**src/rtl/wash_sequencer_param.sv**
```systemverilog
// Washing-machine sequencer with built-in load-scaled phase timer, tick prescaler,
// door pause/resume, abort-with-drain and a done handshake.
module wash_sequencer_param #(
   parameter int CNT_W    = 16,
   parameter int TICK_DIV = 1,
   parameter int T_FILL   = 4,
   parameter int T_WASH   = 6,
   parameter int T_DRAIN  = 3,
   parameter int T_SPIN   = 5,
   parameter int N_RINSE  = 1
) (
   input  logic       clk,
   input  logic       reset,
   input  logic       start,
   input  logic       door,
   input  logic [1:0] load,
   input  logic       abort,
   output logic       water,
   output logic       agitator,
   output logic       motor,
   output logic       speed,
   output logic       pump,
   output logic       busy,
   output logic       done,
   output logic       paused,
   output logic [3:0] phase
);

   typedef enum logic [3:0] {
      S_IDLE   = 4'd0,  S_FILL  = 4'd1, S_WASH   = 4'd2, S_DRAIN = 4'd3,
      S_RFILL  = 4'd4,  S_RWASH = 4'd5, S_RDRAIN = 4'd6, S_SPIN  = 4'd7,
      S_DONE   = 4'd8,  S_PAUSED = 4'd9, S_ADRAIN = 4'd10
   } state_e;

   localparam int PW = (TICK_DIV > 1) ? $clog2(TICK_DIV) : 1;
   localparam logic [PW-1:0] PRESC_MAX = PW'(TICK_DIV - 1);

   state_e           state_q, state_d, saved_q, saved_d, enter_st;
   logic [CNT_W-1:0] cnt_q, cnt_d;
   logic [PW-1:0]    presc_q, presc_d;
   logic [2:0]       rinse_q, rinse_d;
   logic [1:0]       load_q, load_d;
   logic             abort_flag_q, abort_flag_d;
   logic             enter, tick;
   logic             water_q, water_d, agitator_q, agitator_d, motor_q, motor_d;
   logic             speed_q, speed_d, pump_q, pump_d, busy_q, busy_d;
   logic             done_q, done_d, paused_q, paused_d;
   logic [3:0]       phase_q, phase_d;

   function automatic logic [CNT_W-1:0] phase_len(input state_e s, input logic [1:0] ld);
      logic [CNT_W-1:0] scale;
      scale = CNT_W'(ld) + CNT_W'(1);
      case (s)
         S_FILL, S_RFILL:             phase_len = CNT_W'(T_FILL) * scale;
         S_WASH, S_RWASH:             phase_len = CNT_W'(T_WASH) * scale;
         S_DRAIN, S_RDRAIN, S_ADRAIN: phase_len = CNT_W'(T_DRAIN);
         S_SPIN:                      phase_len = CNT_W'(T_SPIN);
         default:                     phase_len = CNT_W'(1);
      endcase
   endfunction

   assign tick = (presc_q == PRESC_MAX);

   always_comb begin
      state_d      = state_q;
      saved_d      = saved_q;
      cnt_d        = cnt_q;
      presc_d      = presc_q;
      rinse_d      = rinse_q;
      load_d       = load_q;
      abort_flag_d = abort_flag_q;
      enter        = 1'b0;
      enter_st     = S_IDLE;
      case (state_q)
         S_IDLE: begin
            if (start && !door && !abort) begin
               load_d   = load;
               enter    = 1'b1;
               enter_st = S_FILL;
            end
         end
         S_DONE: begin
            if (!start) state_d = S_IDLE;
         end
         S_PAUSED: begin
            if (abort) abort_flag_d = 1'b1;
            if (!door) begin
               abort_flag_d = 1'b0;
               // A pending abort reroutes to a fresh drain; a paused drain just resumes.
               if ((abort_flag_q || abort) && saved_q != S_ADRAIN) begin
                  enter    = 1'b1;
                  enter_st = S_ADRAIN;
               end else begin
                  state_d = saved_q;
               end
            end
         end
         default: begin
            // Priority: door freezes everything, then abort, then the phase timer.
            if (door) begin
               state_d      = S_PAUSED;
               saved_d      = state_q;
               abort_flag_d = abort && (state_q != S_ADRAIN);
            end else if (abort && state_q != S_ADRAIN) begin
               enter    = 1'b1;
               enter_st = S_ADRAIN;
            end else if (!tick) begin
               presc_d = presc_q + PW'(1);
            end else if (cnt_q != '0) begin
               cnt_d   = cnt_q - CNT_W'(1);
               presc_d = '0;
            end else begin
               enter = 1'b1;
               case (state_q)
                  S_FILL:  enter_st = S_WASH;
                  S_WASH:  enter_st = S_DRAIN;
                  S_DRAIN: begin
                     rinse_d  = '0;
                     enter_st = (N_RINSE == 0) ? S_SPIN : S_RFILL;
                  end
                  S_RFILL: enter_st = S_RWASH;
                  S_RWASH: enter_st = S_RDRAIN;
                  S_RDRAIN: begin
                     if (int'(rinse_q) + 1 >= N_RINSE) begin
                        enter_st = S_SPIN;
                     end else begin
                        enter_st = S_RFILL;
                        rinse_d  = rinse_q + 3'd1;
                     end
                  end
                  S_SPIN:  enter_st = S_DONE;
                  default: enter_st = S_IDLE;
               endcase
            end
         end
      endcase
      if (enter) begin
         state_d = enter_st;
         cnt_d   = phase_len(enter_st, load_d) - CNT_W'(1);
         presc_d = '0;
      end
   end

   // Outputs decode the next state so they line up with the state register.
   always_comb begin
      water_d    = (state_d == S_FILL) || (state_d == S_RFILL);
      agitator_d = (state_d == S_WASH) || (state_d == S_RWASH);
      motor_d    = agitator_d || (state_d == S_SPIN);
      speed_d    = (state_d == S_SPIN);
      pump_d     = (state_d == S_DRAIN) || (state_d == S_RDRAIN) ||
                   (state_d == S_ADRAIN) || (state_d == S_SPIN);
      busy_d     = (state_d != S_IDLE) && (state_d != S_DONE);
      done_d     = (state_d == S_DONE);
      paused_d   = (state_d == S_PAUSED);
      phase_d    = state_d;
   end

   always_ff @(posedge clk or negedge reset) begin
      if (!reset) begin
         state_q      <= S_IDLE;
         saved_q      <= S_IDLE;
         cnt_q        <= '0;
         presc_q      <= '0;
         rinse_q      <= '0;
         load_q       <= '0;
         abort_flag_q <= 1'b0;
         water_q      <= 1'b0;
         agitator_q   <= 1'b0;
         motor_q      <= 1'b0;
         speed_q      <= 1'b0;
         pump_q       <= 1'b0;
         busy_q       <= 1'b0;
         done_q       <= 1'b0;
         paused_q     <= 1'b0;
         phase_q      <= '0;
      end else begin
         state_q      <= state_d;
         saved_q      <= saved_d;
         cnt_q        <= cnt_d;
         presc_q      <= presc_d;
         rinse_q      <= rinse_d;
         load_q       <= load_d;
         abort_flag_q <= abort_flag_d;
         water_q      <= water_d;
         agitator_q   <= agitator_d;
         motor_q      <= motor_d;
         speed_q      <= speed_d;
         pump_q       <= pump_d;
         busy_q       <= busy_d;
         done_q       <= done_d;
         paused_q     <= paused_d;
         phase_q      <= phase_d;
      end
   end

   assign water    = water_q;
   assign agitator = agitator_q;
   assign motor    = motor_q;
   assign speed    = speed_q;
   assign pump     = pump_q;
   assign busy     = busy_q;
   assign done     = done_q;
   assign paused   = paused_q;
   assign phase    = phase_q;

endmodule

```
**config.mk**
```make
export PLATFORM = sky130hd
export DESIGN_NAME = wash_sequencer_param
export DESIGN_NICKNAME = d
export VERILOG_FILES = /design/src/rtl/wash_sequencer_param.sv
export SDC_FILE = /design/constraint.sdc
export NUM_CORES = 1
export LEC_CHECK = 0
export ABC_AREA = 1
export BUFFER_PORTS_ARGS = -buffer_cell sky130_fd_sc_hd__buf_2
export CAP_MARGIN = 5
export CORE_MARGIN = 2
export CORE_UTILIZATION = 25
export CTS_CLUSTER_SIZE = 12
export DETAILED_ROUTE_END_ITERATION = 6
export PLACE_DENSITY = 0.47
export REMOVE_ABC_BUFFERS = 1
export SETUP_SLACK_MARGIN = 0.4
export SLEW_MARGIN = 20
export SYNTH_ARGS = -nofsm -noshare
export SYNTH_HDL_FRONTEND = slang
export SYNTH_SLANG_ARGS = --single-unit
```
**constraint.sdc**
```tcl
create_clock -name clk -period 5.2 [get_ports clk]
set_clock_uncertainty 0.1 [all_clocks]
set_input_delay 0.52 -clock clk [delete_from_list [all_inputs] [get_ports clk]]
set_output_delay 0.52 -clock clk [all_outputs]
set_load 0.01 [all_outputs]
```
---- Yosys cells after proc, flatten, opt, wreduce, memory -nomap -nowiden ----
Cells that the tools add are included.
operators by class
  mux-type cells .......................... 45
  add/subtract/negate cells ............... 6
  magnitude comparators ................... 1
  bitwise logic cells ..................... 6
  multipliers ............................. 1
  reduce and logical (&&, ||, !) cells .... 30
  equality and inequality tests ........... 36
operators with widths
  kind                   count
  $mux 16                7
  $eq 4x3->1 const B     12
  $mux 4                 11
  $sub 16x1->16 const B  2
  $pmux 4 s7             1
  $eq 4x2->1 const B     6
  $eq 4x4->1 const B     6
  $pmux 4 s3             2
  $pmux 6 s4             1
  $mux 1                 16
  $reduce_bool 16->1     1
  $eq 4x1->1 const B     3
  $ne 4x4->1 const B     3
  $logic_or 1x1->1       7
  $reduce_and 7->1       1
  $mux 2                 3
  $ne 2x1->1 const B     3
  $not 1->1              6
  $pmux 3 s2             1
  $reduce_and 3->1       2
  $reduce_bool 2->1      3
  $reduce_or 2->1        3
  $reduce_or 3->1        2
  $logic_and 1x1->1      5
  16 further kinds       18
word-level totals
  bits in registers ....................... 39
  output and inout bits ................... 12
  logic and storage cells ................. 140
  bits of input ports ..................... 7

---- Depth between registers and ports, before layout ----
  word-level depth ........................ 15
  gate-level depth with buffers ........... 23
  depth with buffers taken out ............ 23

---- Least setup slack after synthesis ----
Ideal clock, no wire load.
  kind .................................... register to register
  start ................................... register phase[2] (netlist name)
  end ..................................... register cnt_q[10]
  buffers on the path ..................... 0
  clock period less this slack ............ 2749 ps
  cell stages (with the launch flop) ...... 18
  library setup time ...................... 121 ps
  arrival ................................. 2528 ps
  required time ........................... 4979 ps
  slack ................................... 2451 ps
  path through ............................ dfrtp_1 inv_2 nand2_1 nor2_2 nand4_4 inv_1 or2_2 o21ai_0 inv_1 ha_1 a22o_1 nand2_1 nand2_2 nor2_8 nand2_2 nor2_1 nand2_1 xor2_1
RTL lines
  element                 RTL line  RTL
  end signal: assignment  179       cnt_q <= cnt_d;
  end: declaration        39        logic [CNT_W-1:0] cnt_q, cnt_d;

==> impl_metrics.prom <==
# TYPE chip_impl_metric gauge
chip_impl_info{name="outcome",value="finished clean"} 1
chip_impl_metric{name="net-switching-power",unit="mW"} 0.922
chip_impl_info{name="netlist.top_cell.by_area",value="sky130_fd_sc_hd__dfrtp_1"} 1
chip_impl_metric{name="yosys_warnings",unit=""} 0
chip_impl_metric{name="detail_route.iter0.violations",unit=""} 135
chip_impl_info{name="rsz0062_at_grt",value="false"} 1
chip_impl_metric{name="share_of_the_cycle_needed_by_the_critical_path_after_routing",unit="%"} 59.1
chip_impl_metric{name="postRouteAntennaNets",unit=""} 0
chip_impl_info{name="cts_root_buffer",value="sky130_fd_sc_hd__clkbuf_8"} 1
chip_impl_metric{name="holdBufCountCts",unit=""} 0
chip_impl_metric{name="syn-mean-instance-area",unit="um2"} 7.41
chip_impl_metric{name="finalMaxSlewViolations",unit=""} 0
chip_impl_metric{name="post_detailed_placement_cell_area",unit="um2"} 3010
chip_impl_info{name="post_synth_most_frequent_cells",value="81 x sky130_fd_sc_hd__nand2_1, 53 x sky130_fd_sc_hd__inv_1, 50 x sky130_fd_sc_hd__nor2_1"} 1
chip_impl_metric{name="gp_routability_congestion",unit=""} 0.875
chip_impl_metric{name="p_seq_share",unit="%"} 26.0
chip_impl_metric{name="clock_latency",unit="ps"} 300
chip_impl_metric{name="netlist.area_leader.share",unit="%"} 34.5
chip_impl_metric{name="dp.cells",unit=""} 528
chip_impl_metric{name="setup_viol",unit=""} 0
chip_impl_metric{name="clkSinkCount",unit=""} 38
chip_impl_metric{name="fill_cells",unit=""} 1177
chip_impl_metric{name="whs",unit="ps"} 239
chip_impl_metric{name="num-nets-final",unit=""} 410
chip_impl_metric{name="cts_clk_pin_slew_worst_paths",unit="ps"} 90
chip_impl_info{name="ys_dominant_reg_cell",value="sky130_fd_sc_hd__dfrtp_1"} 1
chip_impl_metric{name="maxCapViolCount",unit=""} 0
chip_impl_info{name="holdCritPathClass",value="primary input to asynchronous set/reset pin"} 1
chip_impl_metric{name="max_frequency",unit="GHz"} 0.325
chip_impl_metric{name="vias_in_the_first_global_route",unit=""} 2308
chip_impl_metric{name="layoutNonFillerInstCount",unit=""} 536
chip_impl_metric{name="initial_core_utilization",unit="%"} 25.5
chip_impl_info{name="critical_path_start_end_classification",value="flip-flop to flip-flop"} 1
chip_impl_metric{name="antenna_cells",unit=""} 0
chip_impl_metric{name="num_vias",unit=""} 2385
chip_impl_metric{name="floorplan.core_area",unit="um2"} 10800
chip_impl_info{name="setup.worst_path.start_class",value="flip-flop"} 1
chip_impl_metric{name="postLayoutCellArea",unit="um2"} 3130
chip_impl_metric{name="numCtsBuffers",unit=""} 5
chip_impl_metric{name="net_switching_fraction_of_the_power",unit="%"} 50.8
chip_impl_metric{name="fp.dieW",unit="um"} 109
chip_impl_metric{name="post_drt_via_cell_ratio",unit=""} 4.45
chip_impl_metric{name="min_period",unit="ps"} 3070
chip_impl_metric{name="pin_count",unit=""} 19
chip_impl_metric{name="power_report.internal_total",unit="mW"} 0.893
chip_impl_metric{name="power_density",unit="nW/um2"} 581
chip_impl_metric{name="max_slew.worst_pin.slew",unit="ps"} 901
chip_impl_metric{name="power_frac_comb",unit="%"} 59.6
chip_impl_metric{name="cts_buffer_depth",unit=""} 2
chip_impl_info{name="dominant_cells_by_area_after_synthesis",value="sky130_fd_sc_hd__dfrtp_1 34%, sky130_fd_sc_hd__nand2_1 11%, sky130_fd_sc_hd__inv_1 7.2%, sky130_fd_sc_hd__nor2_1 6.8%, sky130_fd_sc_hd__nand2_2 3.9%"} 1
chip_impl_metric{name="grt_overflow_total",unit=""} 0
chip_impl_metric{name="wl_per_cell",unit="um"} 12.2
chip_impl_metric{name="grt_first_pass_wirelength",unit="um"} 11100
chip_impl_metric{name="design.die.area",unit="um2"} 11900
chip_impl_metric{name="synth.ff_latch_count",unit=""} 38
chip_impl_metric{name="yosysUniqueCellTypes",unit=""} 43
chip_impl_metric{name="cts_htree_levels",unit=""} 2
chip_impl_metric{name="finalCoreUtilization",unit="%"} 29.0
chip_impl_metric{name="antenna_found_initial",unit=""} 0
chip_impl_metric{name="synth_enable_flop_cells",unit=""} 0
chip_impl_metric{name="critical_path_peak_fanout",unit=""} 8
chip_impl_metric{name="finalPower",unit="mW"} 1.82
chip_impl_metric{name="sequential_to_total_area_share_from_yosys_stat",unit="%"} 34.5
chip_impl_metric{name="io_buffers",unit=""} 18
chip_impl_metric{name="post_route_cells_drive_above_1_share",unit="%"} 22.5
chip_impl_metric{name="fin_setup_tns",unit="ps"} 0
chip_impl_metric{name="postSynthCellCount",unit=""} 372
chip_impl_metric{name="finalHoldViolCount",unit=""} 0
chip_impl_info{name="post-synth-top-count-cell",value="sky130_fd_sc_hd__nand2_1"} 1
chip_impl_metric{name="setup_ws",unit="ps"} 2130
chip_impl_metric{name="portion_of_total_power_attributed_to_the_clock_network",unit="%"} 14.5
chip_impl_metric{name="grt_start_max_net_pins",unit=""} 39
chip_impl_metric{name="rows",unit=""} 38
chip_impl_metric{name="cellLeakagePower",unit="nW"} 1.62
chip_impl_metric{name="worst-endpoint-required",unit="ps"} 5290
chip_impl_metric{name="proportion_of_register_bits_with_asynchronous_set_or_reset_after_synthesis",unit="%"} 100
chip_impl_metric{name="grtUsageTotal",unit="%"} 11.9
chip_impl_metric{name="irDropWorstVdd",unit="mV"} 0.268
chip_impl_metric{name="vertical_die_dimension",unit="um"} 109
chip_impl_metric{name="cts.repair_timing.setup_buffer_count",unit=""} 0
chip_impl_metric{name="worst_slew_margin_rel",unit="%"} 39.9
chip_impl_metric{name="cp.arrival",unit="ps"} 3170
chip_impl_metric{name="flow.area_growth_from_synthesis",unit="%"} 13.4
chip_impl_metric{name="place_hpwl",unit="um"} 5130
chip_impl_metric{name="synth.cell_area",unit="um2"} 2760
chip_impl_metric{name="detailedRoute.firstPassIterationCount",unit=""} 4
chip_impl_info{name="cts_tree",value="built"} 1
chip_impl_info{name="setup.worst_path.end_class",value="flip-flop"} 1
chip_impl_metric{name="cts_resized",unit=""} 0
chip_impl_metric{name="post-route-drc-count",unit=""} 0
chip_impl_metric{name="routed_wirelength",unit="um"} 6560
chip_impl_metric{name="place_worst_setup_slack",unit="ps"} 2020
[cells in the final DEF (no fill, tap or decap), types with 3 or more instances in the layout]
cell type	instances
sky130_fd_sc_hd__o21ai_0	13
sky130_fd_sc_hd__nor2_2	6
sky130_fd_sc_hd__xor2_1	4
sky130_fd_sc_hd__clkbuf_8	5
sky130_fd_sc_hd__nand2_4	5
sky130_fd_sc_hd__dfrtp_1	38
sky130_fd_sc_hd__buf_2	18
sky130_fd_sc_hd__nor2_4	5
sky130_fd_sc_hd__nor3_2	3
sky130_fd_sc_hd__inv_2	11
sky130_fd_sc_hd__inv_1	53
sky130_fd_sc_hd__nor2_1	50
sky130_fd_sc_hd__ha_1	8
sky130_fd_sc_hd__nand3_1	18
sky130_fd_sc_hd__nand2_1	81
sky130_fd_sc_hd__xnor2_1	3
sky130_fd_sc_hd__a21oi_1	8
sky130_fd_sc_hd__nand3_2	3
sky130_fd_sc_hd__nand4_1	10
sky130_fd_sc_hd__nand2_2	17
[sequential cells by signal (all words and copies together), names as in the netlist]
register      count
pump              1
busy              1
abort_flag_q      1
load_q            2
water             1
speed             1
rinse_q           3
done              1
saved_q           4
motor             1
phase             4
cnt_q            16
paused            1
agitator          1
[final timing paths]
| path | cells after the start | to | startpoint | slack [ps] |
|---|---|---|---|---|
| min in group clk | 2 | cnt_q[5] | cnt_q[5] | 430 |
| max | 16 | cnt_q[8] | phase[1] | 2130 |
| min reg2reg | 2 | cnt_q[5] | cnt_q[5] | 430 |
| max in group asynchronous | 1 | rinse_q[1] | reset | 4180 |
| min | 1 | pump | reset | 240 |
| max reg2reg | 16 | cnt_q[8] | phase[1] | 2130 |
[logic make-up after synthesis]
group           synth area share [%]
buf+inv                         9.21
compound gates                  8.49
xor+xnor                        2.22
simple gates                    41.9
flops                           34.5
fa+ha+maj                       3.63
[metal layers]
metal / vias to the layer above / track usage, % / wire length [um]
met5: - / 0 / 0
met4: 0 / 3.11 / 64
met3: 4 / 1.43 / 217
met2: 34 / 19.8 / 3070
met1: 1121 / 16.3 / 3210
li1: 1226 / - / -
[power groups by stage]
stage | clock (mW) | combinational (mW) | sequential (mW)
6_report | 0.263 | 1.08 | 0.471
5_1_grt | 0.285 | 1.23 | 0.483
4_1_cts | 0.271 | 1.09 | 0.473
3_5_place_dp | 0 | 1.09 | 0.478
3_3_place_gp | 0 | 1.10 | 0.478
2_1_floorplan | 0 | 0.845 | 0.470
[critical path, stage by stage, from the launching register on]
cell	delay [ps]
sky130_fd_sc_hd__dfrtp_1	490
sky130_fd_sc_hd__nor2_2	220
sky130_fd_sc_hd__inv_2	60
sky130_fd_sc_hd__nor2_2	120
sky130_fd_sc_hd__nand4_4	190
sky130_fd_sc_hd__o21ai_2	360
sky130_fd_sc_hd__inv_1	140
sky130_fd_sc_hd__ha_1	260
sky130_fd_sc_hd__a22o_1	200
sky130_fd_sc_hd__nand2_1	80
sky130_fd_sc_hd__nand2_2	100
sky130_fd_sc_hd__nor2_8	160
sky130_fd_sc_hd__nand2_2	90
sky130_fd_sc_hd__nor3_4	210
sky130_fd_sc_hd__nand2_1	70
sky130_fd_sc_hd__nand2_1	60
sky130_fd_sc_hd__nand2_1	40
[area by class of cell]
cell class                      instances  area [um2]  share of cell area [%]
Tap cell                              140         175                    5.60
Multi-Input combinational cell        267        1550                    49.6
Sequential cell                        38         951                    30.4
Inverter                               65         244                    7.81
Timing Repair Buffer                   18        90.1                    2.88
Clock buffer                            5        68.8                    2.20
Clock inverter                          3        45.0                    1.44
Power figures use the tool's default switching activity.
